`config.mk`:
```
export PLATFORM = sky130hd
export DESIGN_NAME = wb_unit
export DESIGN_NICKNAME = d
export VERILOG_FILES = /design/src/rtl/wb_unit.sv
export SDC_FILE = /design/constraint.sdc
export NUM_CORES = 1
export LEC_CHECK = 0
export BUFFER_PORTS_ARGS = -buffer_cell sky130_fd_sc_hd__buf_4
export CORE_UTILIZATION = 29
export CTS_BUF_LIST = sky130_fd_sc_hd__clkbuf_16
export CTS_CLUSTER_SIZE = 10
export DETAILED_ROUTE_END_ITERATION = 6
export SYNTH_ARGS = -nofsm -noshare
export SYNTH_HDL_FRONTEND = slang
export SYNTH_SLANG_ARGS = --single-unit
```
`constraint.sdc`:
```
create_clock -name clk -period 4.15 [get_ports clk]
set_input_delay 0.2075 -clock clk [delete_from_list [all_inputs] [get_ports clk]]
set_output_delay 0.2075 -clock clk [all_outputs]
set_load 0.05 [all_outputs]
```
`src/rtl/wb_unit.sv`:
```
// -----------------------------------------------------------------------------
// wb_unit -- registered write-back stage
//
// Sits after the MEM stage and drives the register-file write port. For loads
// it picks the addressed byte or halfword out of the memory read data and
// extends it, or merges the read data with rt. A ready/valid handshake lets a
// load wait in WAIT_MEM until a multi-cycle data memory answers.
//
// Parameters
//   DATA_W      datapath width, 32 or 64
//   REG_ADDR_W  register-file address width
//   OFF_W       byte-offset width, derived from DATA_W (not overridable)
//
// Ports
//   clk          clock, rising edge
//   nrst         asynchronous active-low reset
//   in_valid     MEM stage presents an instruction
//   in_ready     stage can accept an instruction (depends on state only)
//   mem_to_reg   1 = result from memory, 0 = result is alu_data
//   mem_func     load function: BS BU HS HU WD WL WR WC (0..7)
//   byte_off     byte address offset of the load
//   alu_data     ALU result
//   rt_data      rt operand, used by WL/WR merge and WC compare
//   dest         destination register
//   reg_we       instruction writes a register
//   rdata        data memory read data
//   rdata_valid  rdata is valid this cycle
//   wb_valid     registered result valid
//   wb_we        register-file write enable (suppressed for r0)
//   wb_addr      register-file write address
//   wb_data      register-file write data
//   stall_cycles saturating count of cycles spent in WAIT_MEM
//                (present only when WB_STALLCNT_EN is defined)
//
// Build option
//   WB_STALLCNT_EN  adds the stall_cycles output and its counter.
// -----------------------------------------------------------------------------
module wb_unit #(
    parameter  int DATA_W     = 32,
    parameter  int REG_ADDR_W = 5,
    localparam int OFF_W      = $clog2(DATA_W / 8)
) (
    input  logic                  clk,
    input  logic                  nrst,
    input  logic                  in_valid,
    output logic                  in_ready,
    input  logic                  mem_to_reg,
    input  logic [2:0]            mem_func,
    input  logic [OFF_W-1:0]      byte_off,
    input  logic [DATA_W-1:0]     alu_data,
    input  logic [DATA_W-1:0]     rt_data,
    input  logic [REG_ADDR_W-1:0] dest,
    input  logic                  reg_we,
    input  logic [DATA_W-1:0]     rdata,
    input  logic                  rdata_valid,
    output logic                  wb_valid,
    output logic                  wb_we,
    output logic [REG_ADDR_W-1:0] wb_addr,
    output logic [DATA_W-1:0]     wb_data
`ifdef WB_STALLCNT_EN
    ,
    output logic [31:0]           stall_cycles
`endif
);

    localparam int HALF = DATA_W / 2;

    localparam logic [2:0] F_BS = 3'd0;
    localparam logic [2:0] F_BU = 3'd1;
    localparam logic [2:0] F_HS = 3'd2;
    localparam logic [2:0] F_HU = 3'd3;
    localparam logic [2:0] F_WD = 3'd4;
    localparam logic [2:0] F_WL = 3'd5;
    localparam logic [2:0] F_WR = 3'd6;

    typedef enum logic [0:0] {
        READY    = 1'b0,
        WAIT_MEM = 1'b1
    } state_t;

    // Load lane extraction / merge. Halfword lanes ignore byte_off[0].
    function automatic logic [DATA_W-1:0] extract(
        input logic [2:0]        func,
        input logic [OFF_W-1:0]  off,
        input logic [DATA_W-1:0] rd,
        input logic [DATA_W-1:0] rt
    );
        logic signed [7:0]  byte_s;
        logic signed [15:0] half_s;
        logic [OFF_W-1:0]   hoff;
        logic [DATA_W-1:0]  res;
        hoff   = {off[OFF_W-1:1], 1'b0};
        byte_s = 8'(rd >> {off, 3'b000});
        half_s = 16'(rd >> {hoff, 3'b000});
        case (func)
            F_BS:    res = {{(DATA_W-8){byte_s[7]}}, byte_s};
            F_BU:    res = {{(DATA_W-8){1'b0}}, byte_s};
            F_HS:    res = {{(DATA_W-16){half_s[15]}}, half_s};
            F_HU:    res = {{(DATA_W-16){1'b0}}, half_s};
            F_WD:    res = rd;
            F_WL:    res = {rd[DATA_W-1:HALF], rt[HALF-1:0]};
            F_WR:    res = {rt[DATA_W-1:HALF], rd[HALF-1:0]};
            default: res = {{(DATA_W-1){1'b0}}, (rt == rd)};
        endcase
        return res;
    endfunction

    state_t state, state_nxt;

    logic produce;   // a result is registered at the next edge
    logic park;      // a load is accepted but its data is not here yet
    logic use_cap;   // take load fields from the capture registers

    // Load fields held while waiting for memory
    logic [2:0]            func_p1;
    logic [OFF_W-1:0]      off_p1;
    logic [DATA_W-1:0]     rt_p1;
    logic [REG_ADDR_W-1:0] dest_p1;
    logic                  we_p1;

    logic [2:0]            sel_func;
    logic [OFF_W-1:0]      sel_off;
    logic [DATA_W-1:0]     sel_rt;
    logic [REG_ADDR_W-1:0] sel_dest;
    logic                  sel_we;
    logic                  sel_load;
    logic [DATA_W-1:0]     result;

    // FSM state register
    always_ff @(posedge clk or negedge nrst) begin
        if (!nrst) begin
            state <= READY;
        end else begin
            state <= state_nxt;
        end
    end

    // FSM next state; in READY every valid instruction is accepted
    always_comb begin
        state_nxt = state;
        case (state)
            READY:    if (in_valid && mem_to_reg && !rdata_valid) state_nxt = WAIT_MEM;
            WAIT_MEM: if (rdata_valid) state_nxt = READY;
            default:  state_nxt = READY;
        endcase
    end

    // FSM outputs; in_ready depends on state alone
    always_comb begin
        in_ready = 1'b0;
        produce  = 1'b0;
        park     = 1'b0;
        use_cap  = 1'b0;
        case (state)
            READY: begin
                in_ready = 1'b1;
                produce  = in_valid && (!mem_to_reg || rdata_valid);
                park     = in_valid && mem_to_reg && !rdata_valid;
            end
            WAIT_MEM: begin
                produce = rdata_valid;
                use_cap = 1'b1;
            end
            default: ;
        endcase
    end

    // Capture stage: hold the parked load's fields (data only, no reset)
    always_ff @(posedge clk) begin
        if (park) begin
            func_p1 <= mem_func;
            off_p1  <= byte_off;
            rt_p1   <= rt_data;
            dest_p1 <= dest;
            we_p1   <= reg_we;
        end
    end

    always_comb begin
        sel_func = use_cap ? func_p1 : mem_func;
        sel_off  = use_cap ? off_p1  : byte_off;
        sel_rt   = use_cap ? rt_p1   : rt_data;
        sel_dest = use_cap ? dest_p1 : dest;
        sel_we   = use_cap ? we_p1   : reg_we;
        sel_load = use_cap || mem_to_reg;
        result   = sel_load ? extract(sel_func, sel_off, rdata, sel_rt) : alu_data;
    end

    // Write-port stage: address and data hold when nothing is produced
    always_ff @(posedge clk or negedge nrst) begin
        if (!nrst) begin
            wb_valid <= 1'b0;
            wb_we    <= 1'b0;
            wb_addr  <= '0;
            wb_data  <= '0;
        end else begin
            wb_valid <= produce;
            wb_we    <= produce && sel_we && (sel_dest != '0);
            if (produce) begin
                wb_addr <= sel_dest;
                wb_data <= result;
            end
        end
    end

`ifdef WB_STALLCNT_EN
    function automatic logic [31:0] sat_inc(input logic [31:0] v);
        return (v == 32'hFFFF_FFFF) ? v : v + 32'd1;
    endfunction

    always_ff @(posedge clk or negedge nrst) begin
        if (!nrst) begin
            stall_cycles <= '0;
        end else if (state == WAIT_MEM) begin
            stall_cycles <= sat_inc(stall_cycles);
        end
    end
`endif

endmodule

```
==> results of run 1 <==
==> placed cells by master, fill, tap and decap left out, types with 2 or more instances in the layout <==
master     synthesis  layout
nor2_1            51      49
dfrtp_1           40      39
or4_1              2       2
mux2_2            17      17
o21ai_0           15      15
a222oi_1          16      16
a21oi_1           38      38
a221o_1           11      11
xor2_1            15      15
nor3_1             4       3
clkbuf_16          0       9
edfxtp_1          43      43
mux2_4             2       2
xnor2_1           18      18
o21ai_1            2       2
a221oi_1          13      13
nand3_1            3       3
mux2i_2            4       4
a221oi_2          10      10
mux2i_1           29      29
clkinv_2           0       3
inv_1              5       8
o211ai_1           2       2
mux2i_4            2       2
nand4_1            9       9
buf_4              1     158
nor2_2             2       3
o22ai_1            9       9
nor4_1             2       2
nand2_1           13      13
==> flip-flops by register name (all words and copies together), names as in the netlist <==
register and flops:
dest_p1 5, func_p1 3, off_p1 2, rt_p1 32, state 1, wb_addr 5
wb_data 32, wb_valid 1, wb_we 1, we_p1 1
==> cell type report <==
class,count,area [um^2],share of cell area
Sequential cell,83,2293,0.3588
Timing Repair Buffer,159,1196,0.1872
Clock buffer,9,225.2,0.03524
Multi-Input combinational cell,308,2357,0.3688
Tap cell,216,270.3,0.04229
Inverter,5,18.77,0.002937
Clock inverter,7,30.03,0.004699
==> stage by stage <==
stage / hold WS [ns] / instance area [um^2] / total power [mW] / util / cells
2_1_floorplan: -0.08809 / 4827 / 1.611 / - / 424
3_3_place_gp: 0.2321 / 6126 / 1.948 / 0.3815 / 770
3_5_place_dp: 0.2313 / 6126 / 1.957 / 0.3815 / 770
4_1_cts: 0.03305 / 6391 / 2.666 / 0.3980 / 787
5_1_grt: 0.03500 / 6391 / 2.758 / 0.3980 / 787
6_report: 0.04960 / 6391 / 2.643 / 0.3980 / 787
==> power groups by stage <==
stage | sequential [mW] | clock (mW) | combinational, mW
floorplan | 1.28 | 0 | 0.335
global placement | 1.03 | 0 | 0.919
detailed placement | 1.03 | 0 | 0.925
CTS | 1.02 | 0.722 | 0.927
global route | 1.03 | 0.747 | 0.985
finish | 1.02 | 0.701 | 0.926
==> cell families after synthesis <==
group	share of synthesized area
AOI/OAI and AO/OA	0.2052
and+or+nand+nor	0.08770
xor gates and xnor gates	0.05994
muxes	0.1315
DFF	0.4754
buffers and inverters	0.04022
==> final timing paths <==
kind	start	end	slack, ns	depth (start not counted)
worst min-delay path	rdata_valid	state	0.05	2
min in group asynchronous	nrst	wb_data[3]	0.39	2
worst min register to register	wb_addr[0]	wb_addr[0]	0.49	2
worst max register to register	state	wb_data[28]	0.90	7
max in group asynchronous	nrst	state	3.36	2
worst max-delay path	state	wb_data[28]	0.90	7
==> metal layers <==
layer	part of all wire	wire, um	vias up	global-route usage
met4	0.019	303	0	0.06558
met3	0.050	811	20	0.03298
li1	-	-	1939	-
met2	0.47	7581	147	0.3031
met1	0.46	7399	1957	0.2622
met5	0	0	-	0
==> flow_metrics.env, run 1 <==
export IMPL_syn_area_um2=4822
export IMPL_place_worst_setup_slack_ns=0.8784
export IMPL_p_seq_frac=0.385
export IMPL_crit_chain="buf_4 -> mux2_4 -> nand2_1 -> or2_1 -> a21oi_1 -> nor2_2 -> a221oi_1"
export IMPL_dr_pass1_iters=5
export IMPL_yosysMostFrequentCell="nor2_1"
export IMPL_relSlewSlack=0.3140
export IMPL_grt_pass1_vias=4056
export IMPL_synthDistinctLibCells=53
export IMPL_cp_max_fo=42
export IMPL_hpwl_um=12610
export IMPL_cts_resized=0
export IMPL_vias=4063
export IMPL_leakagePower_nw=2.539
export IMPL_tightest_slew_ns=1.028
export IMPL_syn_to_final_growth_pct=32.54
export IMPL_drcViolationCount=0
export IMPL_outcome="complete, no violations"
export IMPL_clkLatencyLatePin_ns=0.35
export IMPL_gp_congestion=0.8517
export IMPL_synth_edf_count=43
export IMPL_max_vdd_ir_drop_v=0.0001910
export IMPL_min_period_ns=3.246
export IMPL_fin_skew_ns=0.009104
export IMPL_synth_top_cells_by_count="51 x nor2_1, 43 x edfxtp_1, 40 x dfrtp_1, 38 x a21oi_1, 29 x mux2i_1"
export IMPL_synth_area_leader_cell="edfxtp_1"
export IMPL_path_class="reg -> reg"
export IMPL_fillers=1600
export IMPL_ant_nets=0
export IMPL_critPathArrivalTime_ns=3.42
export IMPL_chipHeight_um=131.0
export IMPL_p_sw_mw=0.9592
export IMPL_clkSinkCount=83
export IMPL_clock_power_share=0.265
export IMPL_cts_hold_buffers_added=1
export IMPL_grt_use_total=0.1910
export IMPL_drt_iter0_markers=326
export IMPL_viasPerCell=5.163
export IMPL_slew_violations=0
export IMPL_power_density_nw_per_um2=413.6
export IMPL_intPower_mw=1.684
export IMPL_cts_tree="done"
export IMPL_root_buffer="clkbuf_16"
export IMPL_hp_class="in -> reg"
export IMPL_cp_slowest_stage_delay_ns=0.78
export IMPL_antenna_cells=0
export IMPL_setup_viol=0
export IMPL_tns_ns=0
export IMPL_finalHoldViolations=0
export IMPL_layout_drive_gt1_share=0.3783
export IMPL_antenna_found_initial=0
export IMPL_portBuffers=151
export IMPL_finalCritPeriodShare=0.7823
export IMPL_start_kind="flip-flop"
export IMPL_drt_wirelength_per_cell_um=20.45
export IMPL_syn_instance_count=424
export IMPL_wl_um=16100
export IMPL_grt_max_degree=50
export IMPL_grt_setup_unrepaired="no"
export IMPL_critPathSlowestCell="nor2_2"
export IMPL_synthFlopType="edfxtp_1"
export IMPL_clk_path_buf_depth=2
export IMPL_postSynthAreaPerCell_um2=11.37
export IMPL_crit_family="simple AND/OR/NAND/NOR gates"
export IMPL_ys_ff_latch=83
export IMPL_synth_top_cell_area_share=0.2678
export IMPL_synthArstFlopShare=0.4819
export IMPL_synth_seq_area_share=0.4754
export IMPL_worstPathBufferInverterCount=1
export IMPL_grt_pass1_wl_um=23570
export IMPL_start_util=0.3003
export IMPL_rows=46
export IMPL_grt_overflow=0
export IMPL_end_kind="flip-flop"
export IMPL_cts_buffers=9
export IMPL_die_area_um2=17150
export IMPL_cap_violations=0
export IMPL_design_core_area_um2=16060
export IMPL_switching_share=0.3629
export IMPL_ios=152
export IMPL_power_frac_comb=0.350
export IMPL_final_nets=678
export IMPL_path_clk_slew_ns=0.06
export IMPL_syn_num_nets=536
export IMPL_post_cts_setup_buffers=0
export IMPL_final_setup_worst_slack_ns=0.9036
export IMPL_die_w_um=131.0
export IMPL_critPathRequiredTime_ns=4.32
export IMPL_synth_area_top_cells="edfxtp_1 27%, dfrtp_1 21%, mux2i_1 6.0%"
export IMPL_fmax_mhz=308.0
export IMPL_htreeDepth=3
export IMPL_yosys_warnings=0
Note: power is estimated with default switching activity, not from simulation.
==> run 2: changes to the inputs <==
==> constraint.sdc (replaced) <==
create_clock -name clk -period 3.3 [get_ports clk]
set_input_delay 0.165 -clock clk [delete_from_list [all_inputs] [get_ports clk]]
set_output_delay 0.165 -clock clk [all_outputs]
set_load 0.05 [all_outputs]
==> run 2 against run 1 <==
  * Final cell count increased by 3.3%
  * Critical path depth unchanged
  * Non-clock buffer count increased by 26
  * Wire length increased by 4.5%
==> flow_metrics.env, run 2 (same netlist as run 1, synthesis figures left out) <==
export IMPL_grt_overflow=0
export IMPL_rows=46
export IMPL_clk_path_buf_depth=2
export IMPL_cap_violations=0
export IMPL_final_area_um2=6696
export IMPL_grt_pass1_wl_um=24750
export IMPL_die_area_um2=17150
export IMPL_ios=152
export IMPL_layout_drive_gt1_share=0.3685
export IMPL_setup_viol=0
export IMPL_fin_skew_ns=0.01072
export IMPL_top_regs="rt_p1 x32, wb_data x32"
export IMPL_crit_chain="buf_4 -> mux2_2 -> xnor2_1 -> nand4_1 -> nor4_1 -> nand3_1 -> a21oi_1"
export IMPL_grt_pass1_vias=4312
export IMPL_critPathSlowestCell="dfrtp_2"
export IMPL_critPathRequiredTime_ns=3.57
export IMPL_cts_buffers=9
export IMPL_worstPathBufferInverterCount=1
export IMPL_gp_congestion=0.9088
export IMPL_grt_setup_unrepaired="no"
export IMPL_leakagePower_nw=2.654
export IMPL_slew_violations=0
export IMPL_clkLatencyLatePin_ns=0.35
export IMPL_hpwl_um=12810
export IMPL_drt_wirelength_per_cell_um=20.69
export IMPL_post_cts_setup_buffers=0
export IMPL_relSlewSlack=0.5049
export IMPL_min_period_ns=2.621
export IMPL_path_class="reg -> reg"
export IMPL_design_core_area_um2=16060
export IMPL_chipHeight_um=131.0
export IMPL_power_density_nw_per_um2=520.2
export IMPL_drt_iter0_markers=384
export IMPL_grt_max_degree=50
export IMPL_grt_use_total=0.1981
export IMPL_tns_ns=0
export IMPL_critPathArrivalTime_ns=2.89
export IMPL_dr_pass1_iters=5
export IMPL_wl_um=16820
export IMPL_ant_nets=0
export IMPL_cts_tree="done"
export IMPL_viasPerCell=5.369
export IMPL_syn_to_final_growth_pct=38.87
export IMPL_die_w_um=131.0
export IMPL_finalHoldViolations=0
export IMPL_cts_resized=0
export IMPL_path_clk_slew_ns=0.07
export IMPL_final_nets=704
export IMPL_start_kind="flip-flop"
export IMPL_htreeDepth=3
export IMPL_start_util=0.3003
export IMPL_tightest_slew_ns=0.7427
export IMPL_antenna_cells=0
export IMPL_layout_common_cells="159 x buf_4, 49 x nor2_1, 43 x edfxtp_1, 39 x dfrtp_1, 38 x a21oi_1"
export IMPL_cp_slowest_stage_delay_ns=0.59
export IMPL_hp_class="in -> reg"
export IMPL_final_common_cell="buf_4"
export IMPL_drcViolationCount=0
export IMPL_fmax_mhz=381.5
export IMPL_crit_family="simple AND/OR/NAND/NOR gates"
export IMPL_cp_max_fo=31
export IMPL_outcome="complete, no violations"
export IMPL_placed_area_um2=6153
export IMPL_finalCritPeriodShare=0.7942
export IMPL_root_buffer="clkbuf_16"
export IMPL_end_kind="flip-flop"
export IMPL_max_vdd_ir_drop_v=0.0003485
export IMPL_antenna_found_initial=0
export IMPL_cts_hold_buffers_added=24
export IMPL_clkSinkCount=83
export IMPL_vias=4365
export IMPL_portBuffers=151
## run 2: cell count changes in the layout (fill, tap and decap cells not counted), sizes merged
cell	before	now
bufinv	0	1
dlygate4sd3	1	25
inv	8	6
clkinvlp	0	1
buf	158	160
## run 2: final cells by class
| cell class | instances | area (um^2) |
|---|---|---|
| Sequential cell | 83 | 2293 |
| Fill cell | 1542 | 9361 |
| Multi-Input combinational cell | 308 | 2357 |
| Clock buffer | 9 | 225.2 |
| Tap cell | 216 | 270.3 |
| Timing Repair Buffer | 185 | 1464 |
| Inverter | 5 | 18.77 |
| Clock inverter | 7 | 67.56 |
## run 2: final timing paths
check	start	end	slack (ns)	cells past startpoint
min in group asynchronous	nrst	wb_data[29]	0.35	2
min reg2reg	wb_addr[4]	wb_addr[4]	0.48	2
max in group asynchronous	nrst	state	2.54	2
max	state	wb_data[0]	0.68	7
max reg2reg	state	wb_data[0]	0.68	7
min	rt_data[31]	rt_p1[31]	0.01	1
## run 2: stage by stage
stage | total power, mW | hold slack [ns] | setup slack [ns] | std cells | util
floorplan | 2.026 | -0.1306 | 0.1193 | 424 | -
global placement | 2.450 | 0.1845 | 0.7679 | 772 | 0.3832
detailed placement | 2.463 | 0.1912 | 0.7263 | 772 | 0.3832
CTS | 3.518 | 0.0004900 | 0.7226 | 812 | 0.4164
global route | 3.648 | 0.001526 | 0.5402 | 813 | 0.4170
finish | 3.483 | 0.01468 | 0.6790 | 813 | 0.4170
## run 2: per-layer routing
layer / part of all wire / vias up / track usage
li1: - / 1999 / -
met1: 0.45 / 2132 / 0.2787
met2: 0.46 / 212 / 0.3041
met3: 0.068 / 22 / 0.03827
met4: 0.019 / 0 / 0.06626
met5: 0 / - / 0
## run 2: power breakdown
| group | total (mW) | internal [mW] | switching [mW] |
|---|---|---|---|
| sequential | 1.28 | 1.20 | 0.0725 |
| clock | 1.01 | 0.584 | 0.429 |
| combinational | 1.19 | 0.442 | 0.753 |
==> run 3: changes to the inputs <==
--- a/config.mk
+++ b/config.mk
@@ -5,6 +5,7 @@
 export SDC_FILE = /design/constraint.sdc
 export NUM_CORES = 1
 export LEC_CHECK = 0
+export ABC_AREA = 1
 export BUFFER_PORTS_ARGS = -buffer_cell sky130_fd_sc_hd__buf_4
 export CORE_UTILIZATION = 29
 export CTS_BUF_LIST = sky130_fd_sc_hd__clkbuf_16
==> constraint.sdc (replaced) <==
create_clock -name clk -period 2.5 [get_ports clk]
set_input_delay 0.125 -clock clk [delete_from_list [all_inputs] [get_ports clk]]
set_output_delay 0.125 -clock clk [all_outputs]
set_load 0.05 [all_outputs]
==> run 3 against run 2 <==
  * First-iteration DRC count rose by 20%
  * Power rose by 32%
  * Sequential power rose by 30%
  * Final area rose by 9.0%
  * Critical path type unchanged
  * Global-route usage rose by 0.79 points
  * Maximum frequency rose by 18%
  * Critical path depth rose by 4
  * Hold slack improved by 0.050 ns
  * Setup slack got worse by 0.40 ns
  * Die area rose by 7.5%
  * Utilization rose by 0.37 points
  * Critical endpoint is now wb_data[20]
  * Wire length rose by 10%
==> flow_metrics.env, run 3 <==
export IMPL_grt_use_total=0.2061
export IMPL_critPathArrivalTime_ns=2.46
export IMPL_drcViolationCount=0
export IMPL_layout_drive_gt1_share=0.2204
export IMPL_syn_area_um2=5189
export IMPL_clkSinkCount=83
export IMPL_placed_cells=1094
export IMPL_rows=48
export IMPL_clk_path_buf_depth=2
export IMPL_cts_buffers=9
export IMPL_grt_pass1_wl_um=28430
export IMPL_yosys_warnings=0
export IMPL_final_area_um2=7302
export IMPL_ys_ff_latch=83
export IMPL_slew_violations=0
export IMPL_synth_top_cell_area_share=0.2489
export IMPL_hpwl_um=14410
export IMPL_setup_viol=0
export IMPL_fin_skew_ns=0.008577
export IMPL_tightest_slew_ns=0.5882
export IMPL_syn_instance_count=733
export IMPL_power_mw=4.608
export IMPL_grt_overflow=0
export IMPL_syn_num_nets=845
export IMPL_fmax_mhz=449.5
export IMPL_viasPerCell=4.777
export IMPL_outcome="complete, no violations"
export IMPL_die_w_um=135.8
export IMPL_finalHoldViolations=0
export IMPL_min_period_ns=2.225
export IMPL_synth_area_top_cells="edfxtp_1 25%, nand2_1 20%, dfrtp_1 19%"
export IMPL_chipHeight_um=135.8
export IMPL_final_cells=1155
export IMPL_hp_class="in -> reg"
export IMPL_antenna_cells=0
export IMPL_power_density_nw_per_um2=631.0
export IMPL_portBuffers=151
export IMPL_htreeDepth=3
export IMPL_ant_nets=0
export IMPL_drt_wirelength_per_cell_um=16.08
export IMPL_synth_edf_count=43
export IMPL_synthFlopType="edfxtp_1"
export IMPL_synthDistinctLibCells=33
export IMPL_syn_to_final_growth_pct=40.73
export IMPL_yosysMostFrequentCell="nand2_1"
export IMPL_max_vdd_ir_drop_v=0.0003433
export IMPL_synth_seq_area_share=0.4418
export IMPL_layout_common_cells="277 x nand2_1, 166 x buf_4, 73 x a21oi_1, 65 x nor2_1, 56 x inv_1"
export IMPL_cap_violations=0
export IMPL_final_util=0.4207
export IMPL_synth_area_leader_cell="edfxtp_1"
export IMPL_clkLatencyLatePin_ns=0.36
export IMPL_start_util=0.2989
export IMPL_cts_tree="done"
export IMPL_final_common_cell="nand2_1"
export IMPL_design_core_area_um2=17360
export IMPL_end_kind="flip-flop"
export IMPL_path_class="reg -> reg"
export IMPL_final_setup_worst_slack_ns=0.2751
export IMPL_placed_area_um2=6570
export IMPL_gp_congestion=0.8861
export IMPL_start_kind="flip-flop"
export IMPL_ios=152
export IMPL_synth_top_cells_by_count="277 x nand2_1, 73 x a21oi_1, 65 x nor2_1, 56 x inv_1, 48 x nand3_1"
export IMPL_wl_um=18570
export IMPL_dr_pass1_iters=5
export IMPL_grt_setup_unrepaired="no"
export IMPL_hold_slack_ns=0.06456
export IMPL_tns_ns=0
export IMPL_relSlewSlack=0.6073
export IMPL_die_area_um2=18430
export IMPL_vias=5518
export IMPL_antenna_found_initial=0
export IMPL_path_clk_slew_ns=0.07
export IMPL_grt_max_degree=41
export IMPL_post_cts_setup_buffers=0
export IMPL_leakagePower_nw=3.498
export IMPL_top_regs="rt_p1 x32, wb_data x32"
export IMPL_cp_max_fo=15
export IMPL_drt_iter0_markers=461
export IMPL_grt_pass1_vias=5143
export IMPL_final_nets=1037
export IMPL_postSynthAreaPerCell_um2=7.079
export IMPL_place_worst_setup_slack_ns=0.1830
export IMPL_finalCritPeriodShare=0.8900
export IMPL_critPathRequiredTime_ns=2.74
export IMPL_root_buffer="clkbuf_16"
export IMPL_synthArstFlopShare=0.4819
-- run 3: cell count changes after synthesis, sizes merged, moves of 16 or more --
cell,change
a21oi,+36
a221oi,-23
a222oi,-16
inv,+56
mux2,-19
mux2i,-33
nand2,+272
nand3,+47
o21ai,+30
xnor2,-18
-- run 3: path summary, 6_finish.rpt --
check | startpoint | end | slack (ns) | cells after the start
min in group asynchronous | nrst | wb_valid | 0.30 | 2
min reg2reg | wb_addr[4] | wb_addr[4] | 0.49 | 2
max | state | wb_data[20] | 0.28 | 11
min | alu_data[3] | wb_data[3] | 0.06 | 3
max in group asynchronous | nrst | state | 1.79 | 2
max reg2reg | state | wb_data[20] | 0.28 | 11
-- run 3: timing repair --
item                                    CTS  global route
gates resized for setup                   0             1
hold endpoints to repair                 84             0
hold buffers                             45             0
endpoints found under the setup margin    0             4
-- run 3: routing by layer --
layer,up-vias,global-route usage,share of wire
li1,2784,-,-
met1,2525,0.2946,0.47
met2,195,0.3132,0.45
met3,14,0.03591,0.073
met4,0,0.06429,0.010
met5,-,0,0
-- run 3: cell type report --
class	instances	area, um^2
fill	1808	10050
sequential	83	2293
clock buffer	9	225.2
multi-input combinational	557	2499
inverter	62	235.2
tap	225	281.5
timing repair buffer	212	1717
clock inverter	7	51.30
-- run 3: logic make-up after synthesis --
group                  share of synthesized area
AO/OA/AOI/OAI                             0.1350
multiplexers                            0.003858
AND/OR/NAND/NOR                           0.3345
buffers and inverters                    0.07981
flip-flops                                0.4418
XOR/XNOR                                0.005065
-- run 3: critical path, cell delays in order, from the launching register on --
cell	delay (ns)
dfrtp_2	0.46
inv_2	0.14
buf_4	0.23
nand2_1	0.09
nand2_1	0.17
nand2_1	0.07
nand3_1	0.09
nand2_1	0.09
nand2_2	0.11
nand2_1	0.26
o21ai_0	0.30
a21oi_1	0.09
-- run 3: power by group --
part	switching, mW	internal, mW
Combinational	1.11	0.560
Clock	0.594	0.679
Sequential	0.0822	1.59
